**config.mk**
```make
export PLATFORM = sky130hd
export DESIGN_NAME = regfile_dump
export DESIGN_NICKNAME = d
export VERILOG_FILES = /design/src/rtl/regfile_dump_pkg.sv /design/src/rtl/regfile_dump_word_serializer.sv /design/src/rtl/regfile_dump.sv
export SDC_FILE = /design/constraint.sdc
export NUM_CORES = 1
export LEC_CHECK = 0
export BUFFER_PORTS_ARGS = -buffer_cell sky130_fd_sc_hd__buf_2
export CAP_MARGIN = 40
export CELL_PAD_IN_SITES_DETAIL_PLACEMENT = 1
export CELL_PAD_IN_SITES_GLOBAL_PLACEMENT = 1
export CORE_AREA = 2 2 79 81
export CTS_CLUSTER_SIZE = 8
export DETAILED_ROUTE_END_ITERATION = 10
export DIE_AREA = 0 0 81 83
export GPL_ROUTABILITY_DRIVEN = 1
export PLACE_DENSITY_LB_ADDON = 0.1
export SYNTH_ARGS = -nofsm -noshare
export SYNTH_HDL_FRONTEND = slang
export SYNTH_HIERARCHICAL = 1
export SYNTH_SLANG_ARGS = --single-unit
export TNS_END_PERCENT = 1
```
**constraint.sdc**
```tcl
create_clock -name clk -period 1.9 [get_ports clk]
set_input_delay 0 -clock clk [delete_from_list [all_inputs] [get_ports clk]]
set_output_delay 0 -clock clk [all_outputs]
set_load 0.005 [all_outputs]
```
**src/rtl/regfile_dump_pkg.sv**
```systemverilog
// Shared definitions for the register file dump engine: state encoding,
// byte-count helpers and checksum width (checksum used only with REGFILE_DUMP_CHECKSUM_EN).
package regfile_dump_pkg;

   typedef enum logic [2:0] {
      IDLE  = 3'd0,
      REQ   = 3'd1,
      LATCH = 3'd2,
      SEND  = 3'd3,
      FIN   = 3'd4,
      CSUM  = 3'd5
   } state_t;

   localparam int DATA_W_DEFAULT = 32;
   localparam int BYTES_PER_WORD = DATA_W_DEFAULT / 8;
   localparam int CSUM_W         = 8;

   function automatic int bytes_per_word(input int data_w);
      return data_w / 8;
   endfunction

   // A one-byte word still needs a one-bit counter.
   function automatic int byte_cnt_width(input int data_w);
      return (data_w / 8 > 1) ? $clog2(data_w / 8) : 1;
   endfunction

endpackage

```
**src/rtl/regfile_dump_word_serializer.sv**
```systemverilog
// Loads one register word and hands it out least-significant byte first
// over a valid/ready byte stream; flags the handshake on the final byte.
module word_serializer
   import regfile_dump_pkg::*;
#(
   parameter int DATA_W = 32
) (
   input  logic              clk,
   input  logic              reset_n,
   input  logic              load,
   input  logic [DATA_W-1:0] word,
   input  logic              active,
   input  logic              ready,
   output logic [7:0]        byte_out,
   output logic              last_byte_accepted
);

   localparam int BPW   = bytes_per_word(DATA_W);
   localparam int CNT_W = byte_cnt_width(DATA_W);

   logic [DATA_W-1:0] shift;
   logic [CNT_W-1:0]  byte_cnt;
   logic              accept;

   assign accept             = active && ready;
   assign byte_out           = shift[7:0];
   assign last_byte_accepted = accept && (byte_cnt == CNT_W'(BPW - 1));

   // The shift register only moves on a handshake, so a stalled byte stays put.
   always_ff @(posedge clk) begin
      if (!reset_n) begin
         shift    <= '0;
         byte_cnt <= '0;
      end else if (load) begin
         shift    <= word;
         byte_cnt <= '0;
      end else if (accept) begin
         shift    <= shift >> 8;
         byte_cnt <= byte_cnt + 1'b1;
      end
   end

endmodule

```
**src/rtl/regfile_dump.sv**
```systemverilog
// Register file snapshot engine: reads x0..x(NUM_REGS-1) and streams them as
// little-endian bytes. Define REGFILE_DUMP_CHECKSUM_EN to append a checksum byte.
module regfile_dump
   import regfile_dump_pkg::*;
#(
   parameter int NUM_REGS = 32,
   parameter int ADDR_W   = 5,
   parameter int DATA_W   = 32
) (
   input  logic              clk,
   input  logic              reset_n,
   input  logic              start,
   output logic              busy,
   output logic [ADDR_W-1:0] rd_addr,
   input  logic [DATA_W-1:0] rd_data,
   output logic [7:0]        tx_data,
   output logic              tx_valid,
   input  logic              tx_ready,
   output logic              done
);

   localparam logic [ADDR_W-1:0] LAST_IDX = ADDR_W'(NUM_REGS - 1);

   state_t            state, next_state;
   logic [ADDR_W-1:0] idx;
   logic              ser_load;
   logic              ser_active;
   logic [7:0]        ser_byte;
   logic              last_accepted;
   logic              start_accept;

   assign start_accept = (state == IDLE) && start;
   assign ser_load     = (state == LATCH);
   assign ser_active   = (state == SEND);
   assign rd_addr      = idx;
   assign busy         = (state != IDLE);
   assign done         = (state == FIN);

   word_serializer #(.DATA_W(DATA_W)) u_ser (
      .clk                (clk),
      .reset_n            (reset_n),
      .load               (ser_load),
      .word               (rd_data),
      .active             (ser_active),
      .ready              (tx_ready),
      .byte_out           (ser_byte),
      .last_byte_accepted (last_accepted)
   );

`ifdef REGFILE_DUMP_CHECKSUM_EN
   logic [CSUM_W-1:0] sum;

   // Running sum of every data byte the transmitter accepted in this dump.
   always_ff @(posedge clk) begin
      if (!reset_n) begin
         sum <= '0;
      end else if (start_accept) begin
         sum <= '0;
      end else if (ser_active && tx_ready) begin
         sum <= sum + ser_byte;
      end
   end
`endif

   always_ff @(posedge clk) begin
      if (!reset_n) begin
         state <= IDLE;
      end else begin
         state <= next_state;
      end
   end

   // idx doubles as the registered read address; it stops at the last register.
   always_ff @(posedge clk) begin
      if (!reset_n) begin
         idx <= '0;
      end else if (start_accept) begin
         idx <= '0;
      end else if (last_accepted && (idx != LAST_IDX)) begin
         idx <= idx + 1'b1;
      end
   end

   always_comb begin
      next_state = state;
      tx_valid   = 1'b0;
      tx_data    = 8'd0;
      case (state)
         IDLE:  if (start) next_state = REQ;
         REQ:   next_state = LATCH;
         LATCH: next_state = SEND;
         SEND: begin
            tx_valid = 1'b1;
            tx_data  = ser_byte;
            if (last_accepted) begin
               if (idx == LAST_IDX) begin
`ifdef REGFILE_DUMP_CHECKSUM_EN
                  next_state = CSUM;
`else
                  next_state = FIN;
`endif
               end else begin
                  next_state = REQ;
               end
            end
         end
`ifdef REGFILE_DUMP_CHECKSUM_EN
         CSUM: begin
            tx_valid = 1'b1;
            tx_data  = 8'd0 - sum;
            if (tx_ready) next_state = FIN;
         end
`endif
         FIN:     next_state = IDLE;
         default: next_state = IDLE;
      endcase
   end

endmodule
```
Word-level counts from Yosys, hierarchy flattened:

Cells that the tools add are included.

* $add $sub $neg: 2
* eq/ne operators: 9
* muxes and demuxes: 8
* bitwise gates (word level): 1
* reduce and logical (&&, ||, !) cells: 10

Operator list (number)
* $mux 32: 2
* $pmux 3 s4: 1
* $mux 3: 3
* $mux 8: 1
* $eq 3x2->1 const B: 2
* $add 5x1->5 const B: 1
* $eq 5x5->1 const B: 1
* $ne 5x5->1 const B: 1
* $logic_and 1x1->1: 4
* $ne 2x2->1 const B: 2
* $reduce_or 2->1: 2
* $eq 3x1->1 const B: 1
* $eq 3x3->1 const B: 1
* $logic_not 3->1: 1
* $reduce_bool 3->1: 1
* $add 2x1->2 const B: 1
* $eq 2x2->1 const B: 1
* $reduce_and 2->1: 1
* $reduce_bool 2->1: 1
* $mux 1: 1
* $not 1->1: 1

* bits in registers: 42
* output and inout bits: 16

Logic depth before layout (Yosys ltp):

Gate-level depths: netlist of the first run.

* word-level depth: 5
* depth in mapped cells: 8

Modules after synthesis:

Netlist of the first run, hierarchy kept.

Modules (own cells, without submodules)
* word_serializer: times used 1, cells an instance 161, area an instance 1541.5 µm²
* regfile_dump: times used 1, cells an instance 51, area an instance 441.7 µm²

Worst setup path before layout of the first run:

OpenSTA, ideal clock, no wires.

* path type: register to register
* start: register state[1]
* end: register idx[1], in the netlist rd_addr[1]
* setup time: 0.115 ns
* arrival: 1.725 ns
* required time: 1.785 ns
* path slack: 0.060 ns
* cell stages (with the launch flop): 9
* buffers on the path: 2
* period minus slack after synthesis: 1.840 ns
* cells stage by stage: dfxtp_1 -> clkbuf_2 -> nand2_1 -> nor2_1 -> and3_2 -> nor2b_1 -> buf_2 -> mux2i_1 -> nor2_1

* longest elaborated chain between the ends: 4
* elaborated cells on any way between the ends: 7
* those cells by class: eq/ne: 1; reduce/logical: 6

Ends and longest elaborated chain
* start, declared: RTL line regfile_dump.sv:24 `state_t state, next_state;`
* start signal, assigned: RTL line regfile_dump.sv:69 `state <= next_state;`
* $eq 3x2->1: RTL line regfile_dump.sv:34 `assign ser_active = (state == SEND);`
* $logic_and 1x1->1: RTL line regfile_dump_word_serializer.sv:25 `assign accept = active && ready;`
* $logic_and 1x1->1: RTL line regfile_dump_word_serializer.sv:27 `assign last_byte_accepted = accept && (byte_cnt == CNT_W'(BPW - 1));`
* via last_accepted: RTL line regfile_dump.sv:29 `logic last_accepted;`
* $logic_and 1x1->1: RTL line regfile_dump.sv:79 `end else if (last_accepted && (idx != LAST_IDX)) begin`
* end signal, assigned: RTL line regfile_dump.sv:80 `idx <= idx + 1'b1;`
* end, declared: RTL line regfile_dump.sv:25 `logic [ADDR_W-1:0] idx;`

The timed path passes the listed nets, and every way through them passes these cells.
A chain may end at the register's enable or synchronous reset.

Worst setup path in the final report of the first run:

Ends and elaborated chain as after synthesis.

==> results of run 1 <==
## cell type report
cell class	count	share of cell area
clock buffers	5	0.02666
flip-flops and latches	42	0.3257
clock inverters	2	0.003878
multi-input cells	146	0.3703
well taps	75	0.03635
repair buffers	87	0.2346
inverters	1	0.002424
## synth_stat cells, drive strengths merged, types with 2 or more instances
master / count
a21boi: 8
a21oi: 25
and2: 8
and3: 3
buf: 17
clkbuf: 6
dfxtp: 42
ha: 3
mux2i: 26
nand2: 14
nand3: 11
nor2: 9
nor3b: 2
o211a: 2
o21ai: 25
xor2: 2
## power by group through the flow
stage / registers (mW) / logic, mW / clock network [mW]
after floorplan: 0.992 / 0.202 / 0
after global placement: 1.01 / 0.233 / 0
after detailed placement: 1.01 / 0.235 / 0
after CTS: 0.987 / 0.285 / 0.579
after global routing: 0.997 / 0.324 / 0.619
final: 0.985 / 0.285 / 0.549
## logic make-up (layout without fill, tap and decap cells)
kind of cell,count (synthesis),count (layout),share of synthesized area
compound gates,61,61,0.1729
simple gates,53,53,0.1413
flops,42,42,0.4240
mux,26,26,0.1312
buf+inv,24,95,0.09842
fa+ha+maj,3,3,0.01893
xor+xnor,3,3,0.01325
## layer usage
metal	vias to the layer above	wire length [um]	track usage
met5	-	0	0
met4	0	59	0.04622
met1	762	2280	0.1939
met3	5	188	0.02717
met2	37	2026	0.2322
li1	874	-	-
## worst register-to-register path: stages, from the launching register on
cell and delay (ns):
dfxtp_1 0.46, nand2_1 0.11, nor2_1 0.20, and3_2 0.25
nor2b_1 0.14, buf_4 0.16, mux2i_1 0.18, nor2_1 0.05
## stage by stage
step	setup WS [ns]	cell area [um2]	hold slack, ns	util	cells
final	0.2467	2581	0.04919	0.4438	358
after global routing	0.04360	2581	0.05067	0.4438	358
after CTS	0.1832	2572	0.02379	0.4423	358
after detailed placement	0.2116	2173	0.2571	0.3737	319
after global placement	0.2702	2173	0.2521	0.3737	319
after floorplan	0.05974	1983	0.1417	-	212
## state kept, by name (all words and copies together) (netlist names)
name	flops
u_ser/byte_cnt	2
u_ser/shift	32
state	3
rd_addr	5
## repair_timing
action                                  4_1_cts  5_1_grt
endpoints found under the setup margin        0        6
endpoints found under the hold margin        32        0
hold buffers                                 32        0
gates resized for setup                       0        1
## worst max path at each step
stage / to / slack (ns)
after global placement: u_ser/shift[2] / 0.27
after floorplan: rd_addr[1] / 0.06
after global routing: rd_addr[1] / 0.04
final: rd_addr[1] / 0.25
after CTS: u_ser/shift[4] / 0.18
after detailed placement: u_ser/shift[4] / 0.21
==> impl_metrics.yaml, run 1 <==
worst_setup_path:
  crit_slowest_cell: "dfxtp_1"
  required_ns: 2.08
  crit_path_end_kind: "flip-flop"
  r2r_end: "rd_addr[1]"
  worstSetupPathType: "reg2reg"
  cp.arrival_ns: 1.84
  max_stage_delay_ns: 0.46
  path_depth: 7
  worstRegToRegCells: 7
  path_cells: "nand2_1 > nor2_1 > and3_2 > nor2b_1 > buf_4 > mux2i_1 > nor2_1"
  r2r_start: "state[1]"
  start_kind: "flip-flop"
  crit_start: "state[1]"
  cpMostUsedCell: "nor2_1"
  cp_max_fo: 9
  path_delay_family: "simple AND/OR/NAND/NOR gates"
  crit_buf_inv: 1
  r2r_slack_ns: 0.25
place:
  place.gp.congestion: 0.6684
  dp_hpwl_um: 2960
  port_buffers: 51
clock_network:
  cts_root_buf: "clkbuf_8"
  numCtsBuffers: 5
  clock-sinks: 42
  clkLatencyLatePin_ns: 0.29
  htree_levels: 2
  postCtsSetupRepairBufs: 0
  path_clk_slew_ns: 0.08
  cts_buffer_depth: 2
  cts_tree: "done"
synthesis:
  synth_cells: 212
  synth_area_leaders: "dfxtp_1 (42%), mux2i_1 (13%), a21oi_1 (6.1%), o21ai_0 (5.0%), a21boi_1 (3.0%)"
  yosys.area.top_type: "dfxtp_1"
  synth_edf_count: 0
  syn_area_per_cell_um2: 9.354
  synth_top_cell_area_share: 0.4240
  ys_async_sr_fraction: 0
  synth_top_flop_cell: "dfxtp_1"
  yosysSeqAreaShare: 0.4240
  syn_area_um2: 1983
  ys_seq_elements: 42
  ys_warn_count: 6
  ys_types: 34
  syn_nets: 251
layout:
  area_growth_pct: 30.16
  drive_above_1_share: 0.2403
  layout_commonest_cell: "buf_2"
  register_area_um2: 840.8
  layout_common_cells: "buf_2 (51), dfxtp_1 (42), dlygate4sd3_1 (32)"
  multi_input_area_um2: 955.9
  fin_nets: 322
  n_antenna_cell: 0
  fillers: 710
detailed_routing:
  postRouteAntennaNets: 0
  finalWirelength_um: 4554
  route.detailed.drc: 0
  num_vias: 1678
  drtIter0Drc: 80
  vias_per_cell: 4.687
  wl_per_cell_um: 12.72
  first_pass_iters: 4
sta:
  worst_pin_slew_ns: 0.5814
  finalHoldViolations: 0
  max_freq_mhz: 604.9
  fin_crit_sh: 0.8701
  fin_skew_ns: 0.005583
  relSlewSlack: 0.6124
  tns_ns: 0
  final-setup-viol-count: 0
  grt_setup_unrepaired: "no"
  fin_crit_ns: 1.653
  slew_violations: 0
outcome:
  outcome: "finished, final reports clean"
die:
  rows: 28
  core_area_um2: 5816
  io_pins: 52
  die_y_um: 83
  start_util: 0.3410
  die-area_um2: 6723
  die_w_um: 81
min_path:
  holdPathStages: 3
  whs_endpoint: "u_ser/byte_cnt[1]"
  hp-start: "tx_ready"
  min_path_type: "in2reg"
global_route:
  grtUsageTotal: 0.1447
  grt_max_degree: 58
  grt_pass1_wl_um: 7810
  overflow: 0
  grt_pass1_vias: 1693
  antenna_found_initial: 0
flow_run:
  maxCapViolCount: 0
power_and_ir_drop:
  switching_power_uw: 474.5
  p_int_mw: 1.344
  leakage_nw: 1.268
  seq_power_share: 0.542
  netSwitchingFraction: 0.2609
  clock_power_share: 0.302
  power.total_mw: 1.819
  power_density_nw_per_um2: 704.5
  combPwrFrac: 0.157
  vdd.ir_drop.worst_mv: 0.3033
(Power assumes the default switching activity.)
==> run 2, diff against run 1 <==
--- a/constraint.sdc
+++ b/constraint.sdc
@@ -3,2 +3,2 @@
 set_output_delay 0 -clock clk [all_outputs]
-set_load 0.005 [all_outputs]
+set_load 0.02 [all_outputs]
==> impl_metrics.yaml, run 2 (synthesis gave the netlist of run 1 again) <==
sta:
  worst_pin_slew_ns: 0.5806
  finalHoldViolations: 0
  final-setup-viol-count: 0
  tns_ns: 0
  grt_setup_unrepaired: "no"
  fin_crit_sh: 0.8827
  fin_skew_ns: 0.002467
  max_freq_mhz: 596.2
  fin_crit_ns: 1.677
  slew_violations: 0
  relSlewSlack: 0.6129
outcome:
  outcome: "finished, final reports clean"
place:
  port_buffers: 51
  dp_hpwl_um: 2947
  placed_cells: 318
  place.gp.congestion: 0.7713
  place_area_um2: 2168
detailed_routing:
  vias_per_cell: 4.714
  num_vias: 1683
  route.detailed.drc: 0
  finalWirelength_um: 4664
  first_pass_iters: 4
  postRouteAntennaNets: 0
  wl_per_cell_um: 13.06
  drtIter0Drc: 81
clock_network:
  cts_tree: "done"
  htree_levels: 2
  clock-sinks: 42
  path_clk_slew_ns: 0.08
  numCtsBuffers: 5
  cts_root_buf: "clkbuf_8"
  cts_buffer_depth: 2
  clkLatencyLatePin_ns: 0.29
worst_setup_path:
  cp.arrival_ns: 1.86
  required_ns: 2.08
  start_kind: "flip-flop"
  crit_path_end_kind: "flip-flop"
  cp_max_fo: 9
  worstRegToRegCells: 7
  worstSetupPathType: "reg2reg"
min_path:
  min_path_type: "in2reg"
  holdPathStages: 3
power_and_ir_drop:
  power_density_nw_per_um2: 725.4
  vdd.ir_drop.worst_mv: 0.3167
  leakage_nw: 1.269
global_route:
  antenna_found_initial: 0
  grt_pass1_vias: 1672
  grt_max_degree: 58
  overflow: 0
  grtUsageTotal: 0.1497
  grt_pass1_wl_um: 7845
layout:
  fin_area_um2: 2570
  layout_commonest_cell: "buf_2"
  n_antenna_cell: 0
  regMostFlops: "u_ser/shift"
  layout_common_cells: "buf_2 (51), dfxtp_1 (42), dlygate4sd3_1 (31)"
  final_core_util: 0.4419
  drive_above_1_share: 0.2411
  fin_cells: 357
  area_growth_pct: 29.59
  fin_nets: 320
  largest_reg_flops: 32
die:
  die_w_um: 81
  start_util: 0.3410
  io_pins: 52
  rows: 28
  die-area_um2: 6723
  die_y_um: 83
  core_area_um2: 5816
flow_run:
  maxCapViolCount: 0
[run 2: worst paths after layout]
kind | slack (ns) | end | startpoint
setup / recovery | 0.22 | rd_addr[1] | state[1]
setup reg to reg | 0.22 | rd_addr[1] | state[1]
hold reg to reg | 0.47 | u_ser/shift[26] | u_ser/shift[26]
hold / removal | 0.02 | u_ser/shift[12] | rd_data[12]
[run 2: critical path, cell delays in order (launching register included)]
cell and delay, ns:
dfxtp_1 0.46, nand2_1 0.12, nor2_2 0.21, and3_2 0.25
nor2b_1 0.14, buf_4 0.15, mux2i_1 0.18, nor2_1 0.05
[run 2: metal layers]
metal	track usage	vias up	routed length, um
met5	0	-	0
met4	0.05085	0	61
met3	0.03587	5	169
met2	0.2261	35	2128
met1	0.2075	772	2306
li1	-	871	-
[run 2: final cells by class]
class                           instances  area, um2
Multi-Input combinational cell        146      949.7
Timing Repair Buffer                   85      588.1
Fill cell                             711       3246
Inverter                                1      6.256
Clock inverter                          1      5.005
Tap cell                               75      93.84
Sequential cell                        42      840.8
Clock buffer                            7      86.33
[run 2: stage by stage]
| stage | power (mW) | setup slack, ns | hold slack [ns] |
|---|---|---|---|
| floorplan | 1.202 | 0.08424 | 0.1417 |
| detailed placement | 1.252 | 0.2248 | 0.2572 |
| global placement | 1.248 | 0.2673 | 0.2530 |
| global route | 1.986 | 0.007318 | 0.01537 |
| finish | 1.864 | 0.2228 | 0.02070 |
| CTS | 1.909 | 0.2242 | 0.01328 |
[run 2: power by group]
part | leakage (nW) | internal, mW | switching [mW]
clock | 0.0482 | 0.293 | 0.295
sequential | 0.343 | 0.946 | 0.0412
combinational | 0.878 | 0.148 | 0.141
[run 2: what timing repair did]
item / 4_1_cts / 5_1_grt
buffers inserted: 0 / 0
endpoints found under the hold margin: 31 / 0
hold buffers: 31 / 0
gates resized for setup: 0 / 0
==> run 3, diff against run 2 <==
Settings changed: ABC_AREA set to 1, CORE_AREA 2 2 79 81 to 4 4 88 90, DIE_AREA 0 0 81 83 to 0 0 92 94, HOLD_SLACK_MARGIN set to 0.08.
==> impl_metrics.yaml, run 3 <==
synthesis:
  synth_common_cells: "nand2_1 (125), dfxtp_1 (42), a21oi_2 (21), inv_1 (21), nand3_2 (20)"
  synth_top_family_by_area: "simple AND/OR/NAND/NOR gates"
  ys_seq_elements: 42
  syn_nets: 359
  ys_async_sr_fraction: 0
  synth.most_common_cell: "nand2_1"
  yosysSeqAreaShare: 0.3573
  synth_cells: 320
  syn_area_per_cell_um2: 7.355
  syn_area_um2: 2354
  ys_warn_count: 6
  synth-compound-area-share: 0.1223
  synth_area_leaders: "dfxtp_1 (36%), nand2_1 (20%), nand3_2 (8.5%), a21oi_2 (7.8%), nand3_1 (3.8%)"
  synth_mux_area_frac: 0
  synthAdderAreaFrac: 0.01595
  ys_types: 25
  synth_simple_gate_area_share: 0.3705
  yosys.area.top_type: "dfxtp_1"
  synth-xor-area-share: 0.003721
  synth_top_cell_area_share: 0.3573
  synth_edf_count: 0
  synth_top_flop_cell: "dfxtp_1"
worst_setup_path:
  r2r_end: "rd_addr[2]"
  crit_path_end_kind: "flip-flop"
  worstRegToRegCells: 10
  worstSetupPathType: "reg2reg"
  crit_start: "rd_addr[0]"
  required_ns: 2.14
  r2r_start: "rd_addr[0]"
  r2r_slack_ns: 0.32
  start_kind: "flip-flop"
  critical_path.endpoint: "rd_addr[2]"
  cp_max_fo: 5
  cp.arrival_ns: 1.81
clock_network:
  cts_buffer_depth: 2
  ctsHoldBuffers: 33
  htree_levels: 2
  clock-sinks: 42
  numCtsBuffers: 5
  path_clk_slew_ns: 0.08
  cts_tree: "done"
  postCtsSetupRepairBufs: 0
  cts_root_buf: "clkbuf_8"
  clkLatencyLatePin_ns: 0.29
  cts_resized: 0
sta:
  worst_pin_slew_ns: 0.4949
  setup_slack_ns: 0.3218
  grt_setup_unrepaired: "no"
  finalHoldViolations: 0
  final-setup-viol-count: 0
  relSlewSlack: 0.6701
  tns_ns: 0
  max_freq_mhz: 633.6
  fin_crit_ns: 1.578
  slew_violations: 0
  fin_crit_sh: 0.8306
  fin_skew_ns: 0.004554
  hold_slack_ns: 0.09062
die:
  rows: 31
  io_pins: 52
  core_area_um2: 7059
  die_y_um: 94
  die-area_um2: 8648
  start_util: 0.3334
  die_w_um: 92
min_path:
  min_path_type: "in2reg"
place:
  dp_slack_ns: 0.3158
  port_buffers: 51
  dp_hpwl_um: 4026
  place_area_um2: 2584
  place.gp.congestion: 0.7448
detailed_routing:
  route.detailed.drc: 0
  drtIter0Drc: 55
  postRouteAntennaNets: 0
  finalWirelength_um: 5968
  wl_per_cell_um: 12.15
  num_vias: 2188
  first_pass_iters: 4
  vias_per_cell: 4.456
layout:
  largest_reg_flops: 32
  drive_above_1_share: 0.2832
  layout_common_cells: "nand2_1 (125), buf_2 (51), dfxtp_1 (42)"
  regMostFlops: "u_ser/shift"
  fin_nets: 431
  register_area_um2: 840.8
  area_growth_pct: 27.06
  layout_commonest_cell: "nand2_1"
  fillers: 914
  multi_input_area_um2: 1211
  fin_area_um2: 2990
  n_antenna_cell: 0
outcome:
  outcome: "finished, final reports clean"
global_route:
  antenna_found_initial: 0
  overflow: 0
  grtUsageTotal: 0.1431
  grt_max_degree: 33
  grt_pass1_wl_um: 10090
  grt_pass1_vias: 2179
power_and_ir_drop:
  power.total_mw: 1.985
  power_density_nw_per_um2: 663.7
  leakage_nw: 1.233
  vdd.ir_drop.worst_mv: 0.2521
flow_run:
  maxCapViolCount: 0
run 3: changes by cell type in the layout (fill, tap and decap cells not counted), sizes merged, moves of 3 or more:
cell,before,now
nand3,11,38
and3,3,0
a21oi,25,37
mux2i,26,0
inv,1,21
and2,8,0
buf,54,58
a21boi,8,0
nor2,9,18
nand2,14,127
o21ai,25,1
run 3: stage by stage:
stage               utilization  std cells
floorplan                     -        320
global placement         0.3660        451
detailed placement       0.3660        451
CTS                      0.4236        491
global route             0.4236        491
finish                   0.4236        491
run 3: where the power goes:
part	total (mW)	switching [mW]	internal, mW
Combinational	0.479	0.291	0.187
Clock	0.555	0.302	0.254
Sequential	0.951	0.0279	0.923
Total	1.98	0.621	1.36
run 3: final cells by class:
cell class	count	share of cell area
Clock buffer	7	0.02552
Inverter	22	0.02929
Multi-Input combinational cell	230	0.4050
Sequential cell	42	0.2812
Tap cell	99	0.04142
Timing Repair Buffer	91	0.2176
run 3: worst min-delay path by stage:
stage                     start         endpoint  slack (ns)  cells after the start
floorplan               reset_n         state[1]        0.13                      2
global placement    rd_data[28]  u_ser/shift[28]        0.25                      3
detailed placement  rd_data[26]  u_ser/shift[26]        0.26                      3
CTS                 rd_data[10]  u_ser/shift[10]        0.08                      5
global route        rd_data[10]  u_ser/shift[10]        0.12                      5
finish              rd_data[10]  u_ser/shift[10]        0.09                      5
run 3: critical path, cell delays in order, from the launching register on:
cell	delay, ns
dfxtp_1	0.40
ha_1	0.19
inv_1	0.06
nor2_1	0.13
ha_1	0.20
inv_1	0.08
nand2_1	0.17
inv_1	0.10
nand3_1	0.07
nand2_1	0.05
nor2_1	0.07
run 3: logic make-up after synthesis:
family | after synthesis
fa+ha+maj | 3
flops | 42
simple gates | 186
xor+xnor | 1
compound gates | 40
buf+inv | 48
run 3: layer usage:
metal	GRT usage	share of wire	wire (um)
met1	0.1901	0.49	2944
met2	0.2409	0.48	2851
met3	0.02644	0.025	148
met4	0.03342	0.0040	24
met5	0	0	0
